==> config.mk <==
export PLATFORM = sky130hd
export DESIGN_NAME = bird_motion
export DESIGN_NICKNAME = d
export VERILOG_FILES = /design/src/rtl/bird_motion.sv
export SDC_FILE = /design/constraint.sdc
export NUM_CORES = 1
export LEC_CHECK = 0
export CELL_PAD_IN_SITES_DETAIL_PLACEMENT = 1
export CELL_PAD_IN_SITES_GLOBAL_PLACEMENT = 1
export CORE_UTILIZATION = 36
export CTS_CLUSTER_SIZE = 20
export DETAILED_ROUTE_END_ITERATION = 7
export PLACE_DENSITY_LB_ADDON = 0.15
export SYNTH_ARGS = -nofsm -noshare
export SYNTH_HDL_FRONTEND = slang
export SYNTH_SLANG_ARGS = --single-unit
==> constraint.sdc <==
create_clock -name clk -period 2.1 [get_ports clk]
set_clock_uncertainty 0.05 [all_clocks]
set_input_delay 0.42 -clock clk [delete_from_list [all_inputs] [get_ports clk]]
set_output_delay 0.42 -clock clk [all_outputs]
set_load 0.01 [all_outputs]
==> src/rtl/bird_motion.sv <==
// Vertical motion controller for the bird: edge-detected flaps drive a short rise,
// otherwise the bird falls one row per game tick until it hits the floor or a pipe.
module bird_motion #(
  parameter int unsigned ROWS       = 16,
  parameter int unsigned START_ROW  = 7,
  parameter int unsigned RISE_STEPS = 2
) (
  input  logic                    clk,
  input  logic                    reset,
  input  logic                    flap,
  input  logic                    tick,
  input  logic                    collide,
  output logic [$clog2(ROWS)-1:0] row,
  output logic                    active,
  output logic                    dead
);

  localparam int unsigned RW = $clog2(ROWS);
  localparam int unsigned CW = $clog2(RISE_STEPS + 1);

  typedef enum logic [1:0] {
    IDLE = 2'd0,
    RISE = 2'd1,
    FALL = 2'd2,
    DEAD = 2'd3
  } state_t;

  state_t        r_state;
  logic [RW-1:0] r_row;
  logic [CW-1:0] r_rise_cnt;
  logic          r_pending;
  logic          r_flap_prev;
  logic          r_active;
  logic          r_dead;

  logic          w_flap_edge;
  logic          w_eff_flap;
  logic [RW-1:0] w_row_up;
  logic          w_at_floor;

  assign w_flap_edge = flap & ~r_flap_prev;
  assign w_eff_flap  = r_pending | w_flap_edge;
  // Moving up saturates at the top row rather than killing the bird.
  assign w_row_up    = (r_row == '0) ? '0 : r_row - RW'(1);
  assign w_at_floor  = (r_row == RW'(ROWS - 1));

  always_ff @(posedge clk) begin
    if (reset) begin
      r_state     <= IDLE;
      r_row       <= RW'(START_ROW);
      r_rise_cnt  <= '0;
      r_pending   <= 1'b0;
      r_flap_prev <= 1'b0;
      r_active    <= 1'b0;
      r_dead      <= 1'b0;
    end else begin
      r_flap_prev <= flap;
      case (r_state)
        IDLE: begin
          if (w_flap_edge) begin
            r_state    <= RISE;
            r_rise_cnt <= CW'(RISE_STEPS);
            r_pending  <= 1'b0;
            r_active   <= 1'b1;
          end
        end
        RISE, FALL: begin
          // Collision wins over any same-cycle tick or flap and freezes the row.
          if (collide) begin
            r_state   <= DEAD;
            r_pending <= 1'b0;
            r_active  <= 1'b0;
            r_dead    <= 1'b1;
          end else if (tick) begin
            r_pending <= 1'b0;
            if (r_state == RISE) begin
              r_row <= w_row_up;
              if (w_eff_flap) begin
                r_rise_cnt <= CW'(RISE_STEPS);
              end else if (r_rise_cnt <= CW'(1)) begin
                r_rise_cnt <= '0;
                r_state    <= FALL;
              end else begin
                r_rise_cnt <= r_rise_cnt - CW'(1);
              end
            end else if (w_eff_flap) begin
              r_state    <= RISE;
              r_rise_cnt <= CW'(RISE_STEPS);
              r_row      <= w_row_up;
            end else if (w_at_floor) begin
              r_state  <= DEAD;
              r_active <= 1'b0;
              r_dead   <= 1'b1;
            end else begin
              r_row <= r_row + RW'(1);
            end
          end else if (w_flap_edge) begin
            r_pending <= 1'b1;
          end
        end
        DEAD: begin
        end
        default: begin
          r_state <= IDLE;
        end
      endcase
    end
  end

  assign row    = r_row;
  assign active = r_active;
  assign dead   = r_dead;

endmodule
==> flow_summary.toml <==
[run_status]
outcome = "finished clean"

[worst_setup_path]
ff2ff_setup_slack_ns = 0.13
timing.critical_path.slowest_cell_delay_ns = 0.37
crit_chain = "inv_1 > ha_1 > or2_4 > nor2_2 > a32o_2 > a211oi_2 > a2111oi_2"
startpoint_of_the_lowest_slack_register_to_register_path = "r_state[1]$_SDFFE_PP0P_"
critPathArrivalTime_ns = 2.09
start_kind = "flop"
end_kind = "flop"
crit-reg2reg-capture = "row[3]$_SDFFE_PP0P_"
cell_with_the_largest_stage_delay_on_the_worst_path = "sky130_fd_sc_hd__dfxtp_1"
rr_worst_depth = 7
critPathKind = "reg2reg"
critical_path_required_ns = 2.22
path_max_fanout = 4
category_of_cells_accounting_for_the_largest_share_of_critical_path_delay = "compound AO/OA/AOI/OAI gates"
crit_buf_inv = 1

[global_route]
grt_antenna_before_repair = 0
grt_overflow_total = 0
groute.usage.overall_pct = 20.70
grt_max_degree = 11
number_of_global_route_vias_before_repair = 886
first_pass_grt_wire_length_microns = 4071

[routing]
drc = 0
avgViaCountPerCell = 5.688
drt_first_pass_iters = 4
wl_microns = 2414
final_antenna_net_count = 0
num_vias = 876
drt_iter0_markers = 13
wire_length_per_cell_microns = 15.68

[sta]
report.final.hold_viol_count = 0
final-setup-viol-count = 0
fin_setup_tns_ns = 0
final_min_period_over_clock_period_pct = 93.71
max_clock_freq_ghz = 0.5082
layout_min_cycle_time_ns = 1.968
rsz0062_at_grt = "no"
report.final.slew_viol_count = 0
worst_slew_margin_rel_pct = 74.67
worst-slew-pin-transition_ns = 0.3794

[clock_network]
clock_path_buffers = 2
post-cts-setup-buffer-count = 0
worst_setup_hold_path_clk_slew_ns = 0.08
cts_resized = 0
worst_skew_pair.late_latency_ns = 0.28
cts.htree.levels = 1
tritoncts = "built"
hold_buffers = 0
cts_sinks = 12
root_buffer = "sky130_fd_sc_hd__clkbuf_4"
tritoncts.num_buffers = 3

[place]
globalplace.congestion = 0.8021
placed_cell_area_sq_mm = 0.001076
io_buffer_count = 10
place.detailed.hpwl_microns = 1876

[logic_synthesis]
synthesis.area_per_instance_sq_um = 8.419
mappedNetlistNets = 118
syn-instance-count = 107
ys.warnings.count = 0
syn-cell-area_sq_um = 900.9
sequential_element_share_of_the_synthesized_area_pct = 26.67
ys_types = 46
ys_seq_elements = 12

[floorplan]
floorplan.die.width_microns = 52.03
initial_core_util_pct = 39.58
floorplan.core_area_sq_mm = 0.002276
chipHeight_microns = 52.03
design.die.area_sq_mm = 0.002707
rows = 17
ioPinCount = 11

[worst_hold_path]
min_delay_path_depth = 2
hold_path.class = "reg2reg"
worst_hold_startpoint = "r_rise_cnt[0]$_SDFFE_PP0P_"
timing.hold.worst_endpoint = "r_rise_cnt[0]$_SDFFE_PP0P_"

[power_and_ir_drop]
power_per_cell_area_mw_per_mm2 = 1283
worst_ir_drop_vdd_mv = 0.5940
power_mw = 1.424
power.leakage_nw = 0.4506

[layout]
synthToLayoutAreaGrowth_pct = 23.19
final_nets = 139
final_design_area_no_fill_sq_mm = 0.001110
num-fill-cells = 281
diodes = 0
final_layout_size_suffix_gt1_share_pct = 23.81

[job]
timing.max_cap.violations = 0
==> Yosys cell counts, drive strengths merged <==
cell	number	area, sq um
a22o	1	8.760
or2b	1	7.510
a311oi	1	8.760
clkbuf	1	3.750
ha	6	75.07
inv	7	26.28
a311o	1	11.26
a211o	2	17.52
o221ai	2	17.52
a32o	1	11.26
nor3b	1	7.510
buf	5	46.29
or3	1	6.260
nor3	2	10.01
o21ai	6	33.78
a31oi	1	6.260
nand2b	3	18.77
nand4b	1	8.760
dfxtp	12	240.2
o22ai	1	6.260
a2111oi	1	15.01
o31ai	1	21.27
o31a	1	8.760
o2111a	1	11.26
nor2b	2	12.51
nand3	2	15.01
a211oi	3	27.52
or2	2	15.02
nor4	1	6.260
o22a	1	8.760
a221o	1	10.01
o21ba	1	10.01
o211ai	1	7.510
mux2i	2	20.02
nand2	9	33.78
nor2	11	41.29
a21o	1	7.510
and3b	1	8.760
a21oi	9	48.80
==> report_power, final <==
| part | internal (mW) | total, mW | switching (mW) |
|---|---|---|---|
| clock network | 0.0664 | 0.148 | 0.0818 |
| logic | 0.435 | 0.911 | 0.476 |
| registers | 0.292 | 0.365 | 0.0728 |
==> worst max path at each step <==
| stage | cells past startpoint | startpoint | end | slack [ns] |
|---|---|---|---|---|
| CTS | 7 | r_state[1]$_SDFFE_PP0P_ | row[3]$_SDFFE_PP0P_ | 0.02 |
| detailed placement | 7 | flap | row[3]$_SDFFE_PP0P_ | -0.15 |
| finish | 7 | r_state[1]$_SDFFE_PP0P_ | row[3]$_SDFFE_PP0P_ | 0.13 |
| global placement | 7 | flap | row[3]$_SDFFE_PP0P_ | -0.04 |
| global route | 7 | r_state[1]$_SDFFE_PP0P_ | row[3]$_SDFFE_PP0P_ | 0.02 |
| floorplan | 8 | r_state[0]$_SDFFE_PP0P_ | row[3]$_SDFFE_PP0P_ | 0.13 |
==> logic make-up (layout without fill, tap and decap cells) <==
kind of cell             after synthesis  count (layout)  synth area share (%)
flip-flops                            12              12                 26.67
AO/OA/AOI/OAI                         37              37                 33.06
multiplexers                           2               2                 2.222
AND/OR/NAND/NOR                       37              37                 21.25
adder cells (fa/ha/maj)                6               6                 8.333
buffers and inverters                 13              32                 8.472
==> metrics by stage <==
stage	std cells	util (%)	setup WS [ns]	hold WS, ns
after detailed placement	151	47.28	-0.1535	0.4202
final	154	48.76	0.1321	0.4285
after global routing	154	48.76	0.02127	0.4643
after global placement	151	47.28	-0.03877	0.4077
after CTS	154	48.27	0.02177	0.4309
after floorplan	107	-	0.1261	0.3961
==> final cells by class <==
class / instances / area, sq um / share of cell area [%]
Clock buffer: 3 / 22.52 / 2.029
Multi-Input combinational cell: 82 / 594.3 / 53.55
Sequential cell: 12 / 241.5 / 21.76
Inverter: 7 / 26.28 / 2.368
Tap cell: 28 / 35.03 / 3.157
Timing Repair Buffer: 22 / 190.2 / 17.14
==> registers in the layout, summed over array words and instances (netlist names) <==
| register | count |
|---|---|
| r_flap_prev | 1 |
| r_state | 2 |
| row | 4 |
| dead | 1 |
| r_pending | 1 |
| r_rise_cnt | 2 |
| active | 1 |
==> worst reg2reg max path: stages (launching register included) <==
cell and delay [ns]:
sky130_fd_sc_hd__dfxtp_1 0.37, sky130_fd_sc_hd__inv_1 0.09, sky130_fd_sc_hd__ha_1 0.24, sky130_fd_sc_hd__or2_4 0.28, sky130_fd_sc_hd__nor2_2 0.20, sky130_fd_sc_hd__a32o_2 0.20, sky130_fd_sc_hd__a211oi_2 0.08, sky130_fd_sc_hd__a2111oi_2 0.35
==> placed cells by master, fill, tap and decap left out, types with 3 or more instances in the layout <==
cell / instances
sky130_fd_sc_hd__ha_1: 6
sky130_fd_sc_hd__nor2_1: 10
sky130_fd_sc_hd__inv_1: 7
sky130_fd_sc_hd__nand2_1: 9
sky130_fd_sc_hd__buf_4: 12
sky130_fd_sc_hd__dfxtp_1: 11
sky130_fd_sc_hd__nand2b_1: 3
sky130_fd_sc_hd__a21oi_1: 8
sky130_fd_sc_hd__o21ai_0: 5
sky130_fd_sc_hd__clkdlybuf4s50_1: 10
sky130_fd_sc_hd__clkbuf_4: 3
==> metal layers <==
layer | track usage, % | vias to the layer above | routed length (microns)
li1 | - | 432 | -
met1 | 25.48 | 422 | 1132
met2 | 35.68 | 19 | 1163
met3 | 4.386 | 3 | 101
met4 | 5.856 | 0 | 16
met5 | 0 | - | 0
Note: power is estimated with default switching activity, not from simulation.
